## config.mk

```make
export PLATFORM = sky130hd
export DESIGN_NAME = convolutor_seq_ctrl
export DESIGN_NICKNAME = d
export VERILOG_FILES = /design/src/rtl/convolutor_seq_ctrl.sv
export SDC_FILE = /design/constraint.sdc
export NUM_CORES = 1
export LEC_CHECK = 0
export BUFFER_PORTS_ARGS = -buffer_cell sky130_fd_sc_hd__buf_2
export CORE_UTILIZATION = 49
export CTS_BUF_LIST = sky130_fd_sc_hd__clkbuf_16
export DETAILED_ROUTE_END_ITERATION = 10
export GPL_TIMING_DRIVEN = 1
export MAX_ROUTING_LAYER = met4
export PLACE_DENSITY = 0.74
export SLEW_MARGIN = 5
export SYNTH_ARGS = -nofsm -noshare
export SYNTH_HDL_FRONTEND = slang
export SYNTH_SLANG_ARGS = --single-unit
export TNS_END_PERCENT = 10
```

## constraint.sdc

```tcl
create_clock -name clk -period 5.6 [get_ports clk]
set_clock_uncertainty 0.2 [all_clocks]
set_input_delay 0.56 -clock clk [delete_from_list [all_inputs] [get_ports clk]]
set_output_delay 0.56 -clock clk [all_outputs]
set_load 0.03 [all_outputs]
```

## src/rtl/convolutor_seq_ctrl.sv

```systemverilog
// Sequencer and MAC engine for 1-D convolution Z[j] = sum_k X[k]*Y[j-k].
// Generates X/Y reads, pipelines the products and writes one Z sample per output index.
module convolutor_seq_ctrl #(
   parameter int unsigned DATA_W   = 8,
   parameter int unsigned ADDR_W   = 5,
   parameter int unsigned READ_LAT = 1,
   parameter int unsigned ACC_W    = 2 * DATA_W + ADDR_W
) (
   input  logic                clk,
   input  logic                rst,
   input  logic                start_i,
   input  logic [ADDR_W:0]     size_x_i,
   input  logic [ADDR_W:0]     size_y_i,
   output logic                x_rd_o,
   output logic [ADDR_W-1:0]   x_addr_o,
   input  logic [DATA_W-1:0]   x_data_i,
   output logic                y_rd_o,
   output logic [ADDR_W-1:0]   y_addr_o,
   input  logic [DATA_W-1:0]   y_data_i,
   output logic                z_we_o,
   output logic [ADDR_W:0]     z_addr_o,
   output logic [ACC_W-1:0]    z_data_o,
   output logic                busy_o,
   output logic                done_o,
   output logic                err_o
);

   localparam int unsigned LW  = ADDR_W + 1;
   localparam int unsigned DCW = $clog2(READ_LAT + 2);
   localparam int unsigned PW  = 2 * DATA_W;
   localparam logic [LW-1:0] MAX_LEN = LW'(1) << ADDR_W;

   localparam logic [2:0] StIdle  = 3'd0;
   localparam logic [2:0] StLoad  = 3'd1;
   localparam logic [2:0] StIssue = 3'd2;
   localparam logic [2:0] StDrain = 3'd3;
   localparam logic [2:0] StWrite = 3'd4;
   localparam logic [2:0] StDone  = 3'd5;

   logic [2:0]              state;
   logic [LW-1:0]           sx, sy, sz, j, k;
   logic [DCW-1:0]          dcnt;
   logic                    err_flag;
   logic [READ_LAT-1:0]     vld;
   logic                    prod_vld;
   logic signed [ACC_W-1:0] prod_q;
   logic signed [ACC_W-1:0] acc;

   logic                    size_bad;
   logic [LW-1:0]           k_hi, j_nxt, k_lo_nxt;
   logic                    rd;
   logic signed [PW-1:0]    prod;
   logic signed [ACC_W-1:0] prod_ext;

   always_comb begin
      size_bad = (size_x_i == '0) || (size_y_i == '0) ||
                 (size_x_i > MAX_LEN) || (size_y_i > MAX_LEN);
      k_hi     = (j < sx - LW'(1)) ? j : sx - LW'(1);
      j_nxt    = j + LW'(1);
      k_lo_nxt = (j_nxt >= sy) ? (j_nxt - sy + LW'(1)) : '0;
      rd       = (state == StIssue);
      prod     = $signed(x_data_i) * $signed(y_data_i);
      prod_ext = {{(ACC_W - PW){prod[PW-1]}}, prod};
   end

   always_ff @(posedge clk) begin
      if (rst) begin
         state    <= StIdle;
         sx       <= '0;
         sy       <= '0;
         sz       <= '0;
         j        <= '0;
         k        <= '0;
         dcnt     <= '0;
         err_flag <= 1'b0;
      end else begin
         case (state)
            StIdle: begin
               if (start_i) state <= StLoad;
            end
            StLoad: begin
               sx       <= size_x_i;
               sy       <= size_y_i;
               sz       <= size_x_i + size_y_i - LW'(1);
               j        <= '0;
               k        <= '0;
               err_flag <= size_bad;
               state    <= size_bad ? StDone : StIssue;
            end
            StIssue: begin
               k <= k + LW'(1);
               if (k == k_hi) begin
                  dcnt  <= '0;
                  state <= StDrain;
               end
            end
            StDrain: begin
               dcnt <= dcnt + DCW'(1);
               if (dcnt == DCW'(READ_LAT)) state <= StWrite;
            end
            StWrite: begin
               if (j == sz - LW'(1)) begin
                  state <= StDone;
               end else begin
                  j     <= j_nxt;
                  k     <= k_lo_nxt;
                  state <= StIssue;
               end
            end
            StDone: begin
               err_flag <= 1'b0;
               state    <= StIdle;
            end
            default: state <= StIdle;
         endcase
      end
   end

   // Read-valid bits follow each read through the memory latency so only real
   // products reach the accumulator.
   always_ff @(posedge clk) begin
      if (rst) begin
         vld      <= '0;
         prod_vld <= 1'b0;
         prod_q   <= '0;
         acc      <= '0;
      end else begin
         vld[0] <= rd;
         for (int i = 1; i < READ_LAT; i++) vld[i] <= vld[i-1];
         prod_vld <= vld[READ_LAT-1];
         prod_q   <= vld[READ_LAT-1] ? prod_ext : '0;
         if (state == StLoad || state == StWrite) acc <= '0;
         else if (prod_vld)                        acc <= acc + prod_q;
      end
   end

   always_comb begin
      x_rd_o   = rd;
      y_rd_o   = rd;
      x_addr_o = rd ? ADDR_W'(k) : '0;
      y_addr_o = rd ? ADDR_W'(j - k) : '0;
      z_we_o   = (state == StWrite);
      z_addr_o = z_we_o ? j : '0;
      z_data_o = z_we_o ? acc : '0;
      busy_o   = (state == StLoad) || (state == StIssue) ||
                 (state == StDrain) || (state == StWrite);
      done_o   = (state == StDone);
      err_o    = (state == StDone) && err_flag;
   end

endmodule

```

==> impl_metrics.yaml <==
logic_synthesis:
  syn_inst: 925
  synth_most_common_cell: "inv_1"
  synthMuxAreaShare_pct: 2.12
  synthAdderAreaFrac_pct: 29.6
  ys_seq_elements: 75
  synth_edf_count: 0
  synth_commonest_cells: "inv_1 (124), nor2_1 (86), ha_1 (84), dfxtp_1 (75), nand2_1 (72)"
  yosysUniqueCellTypes: 53
  synth_top_area_share_pct: 19.5
  synthFlopType: "dfxtp_1"
  yosysTopAreaCell: "dfxtp_1"
  synth_xor_area_share_pct: 7.87
  yosysWarnings: 0
  ys_seq_area_share_pct: 19.5
  synth-simple-area-share_pct: 20.0
  ys_top_cells_by_area: "dfxtp_1 (20%), fa_1 (16%), ha_1 (14%)"
  synth_top_family_by_area: "adder cells"
  syn_area_um2: 7680
  synthArstFlopShare_pct: 0
  syn_nets: 1101
  postSynthAreaPerCell_um2: 8.30
  synth_compound_area_share_pct: 13.2
sta:
  rsz0062_at_grt: "false"
  whs_ns: 0.256
  maxSlewViolCount: 0
  worst-slew-pin-transition_ns: 0.922
  slew_headroom_pct: 38.5
  hold_viol: 0
  fin_crit_sh_pct: 79.8
  setup_viol: 0
  fin_tns_setup_ns: 0
  max_freq_mhz: 224
  finalCriticalPeriod_ns: 4.47
die:
  coreArea_um2: 15300
  initial_core_util_pct: 50.3
  dieArea_um2: 16200
  fp.dieW_um: 127
  io_pins: 74
  rows: 45
  die-height_um: 127
place:
  portBuffers: 73
  dp.cells: 1183
  gp_congestion: 0.857
  hpwl_um: 13300
route:
  remaining_drc_errors: 0
  vias: 6200
  ant_nets: 0
  drt_iter0_drc: 340
  viasPerCell: 5.17
  routedWlPerCell_um: 13.9
  finalWirelength_um: 16700
  dr.pass1.iters: 5
finish:
  n_fill_cell: 1470
  nNetsFinal: 1159
  instances_no_fill: 1199
  final_core_util_pct: 56.1
  diodes: 0
  layout-drive-gt1-share_pct: 10.6
  area_growth_pct: 11.4
power_and_ir_drop:
  p_clk_share_pct: 26.3
  p_int_uw: 1550
  comb_power_share_pct: 49.6
  power-per-cell-area_nw_per_um2: 293
  power_switching_uw: 963
  switching_share_pct: 38.4
  power.leakage_uw: 0.00413
  p_seq_share_pct: 24.1
  peakVddDrop_mv: 0.187
setup_path:
  arrival_ns: 4.47
  cp-end-kind: "register"
  cp_data_required_time_ns: 5.60
  crit_type: "primary input to register"
  startpoint_type: "primary input"
  worst-path-max-fanout: 8
  r2r_slack_ns: 2.11
clock_tree:
  ctsRootBufferMaster: "clkbuf_16"
  hold_buffers: 0
  cts_buffers: 9
  clk_path_buf_depth: 2
  clkSlewWorstSetupHoldPaths_ns: 0.06
  post_cts_buffers: 0
  clock-sinks: 75
  cts_tree: "yes"
  htree_levels: 3
  cts_resized: 0
  clkLatencyLatePin_ns: 0.34
global_route:
  grt_pass1_vias: 5880
  grt_overflow: 0
  grt_pass1_wl_um: 28400
  grt_use_total_pct: 22.4
  grt_antenna_before_repair: 0
  grt_max_degree: 41
hold_path:
  min_path_type: "register to register"
run_status:
  status: "completed"
run:
  maxCapViolations: 0
through the flow:
step	power, uW	setup WS, ns	cell area, um2
after global routing	2740	0.808	8560
final	2510	1.13	8560
after floorplan	1610	1.15	7680
after detailed placement	1860	0.776	8220
after global placement	1840	0.864	8220
after CTS	2530	1.13	8560
flip-flops by register name (all words and copies together), names as in the netlist:
signal,count
k,6
vld,1
sx,6
prod_q,16
prod_vld,1
dcnt,2
sz,6
err_flag,1
j,6
acc,21
state,3
sy,6
worst max-delay path: stages:
cell and delay (ns):
buf_2 0.15, nand2_1 0.10, fa_1 0.46, fa_1 0.58
fa_1 0.45, fa_1 0.55, inv_1 0.04, ha_1 0.31
nor2b_1 0.15, o21ai_0 0.20, a21oi_1 0.12, o21ai_0 0.24
a21oi_1 0.14, a31oi_1 0.21, xor2_1 0.16, nor2_1 0.05
worst paths after layout:
| path | from | endpoint | cells after the start |
|---|---|---|---|
| setup / recovery | x_data_i[1] | prod_q[14] | 16 |
| hold / removal | err_flag | err_flag | 2 |
| setup reg to reg | sx[0] | state[0] | 11 |
| hold reg to reg | err_flag | err_flag | 2 |
logic make-up after synthesis:
| group | after synthesis |
|---|---|
| and+or+nand+nor | 309 |
| AOI/OAI and AO/OA | 156 |
| buffers and inverters | 155 |
| adders and majority gates | 145 |
| DFF | 75 |
| xor gates and xnor gates | 69 |
| muxes | 16 |
layout by cell type, fill, tap and decap left out, types with 5 or more instances in the layout:
master,instances
inv_1,124
nor2_1,86
ha_1,84
dfxtp_1,75
buf_2,73
nand2_1,72
a21oi_1,64
fa_1,61
and2_1,47
xnor2_1,45
and3_1,32
xor2_1,24
a21o_1,20
nand3_1,17
nor3_1,17
o21ai_0,17
mux2i_1,14
nand2b_1,13
clkbuf_16,9
o21a_1,8
a211oi_1,8
o21bai_1,5
or3_1,5
a31oi_1,5
routing by layer:
| layer | global-route usage, % | share of wire [%] | vias to the layer above |
|---|---|---|---|
| met1 | 32.1 | 52 | 2870 |
| met2 | 33.8 | 44 | 146 |
| met5 | - | 0 | - |
| li1 | - | - | 3173 |
| met3 | 2.85 | 3.8 | 11 |
| met4 | 4.97 | 0.98 | 0 |
final cells by class:
type,instances,area [um2],area share [%]
clock buffers,9,225,2.63
clock inverters,7,116,1.36
inverters,125,469,5.48
multi-input cells,695,5590,65.3
flip-flops and latches,75,1500,17.5
well taps,211,264,3.09
repair buffers,77,395,4.62
power groups by stage:
stage | logic, uW | registers [uW] | clock network [uW]
2_1_floorplan | 1020 | 594 | 0
3_3_place_gp | 1220 | 614 | 0
3_5_place_dp | 1240 | 615 | 0
4_1_cts | 1260 | 603 | 671
5_1_grt | 1440 | 609 | 694
6_report | 1240 | 604 | 661
Power figures use the tool's default switching activity.
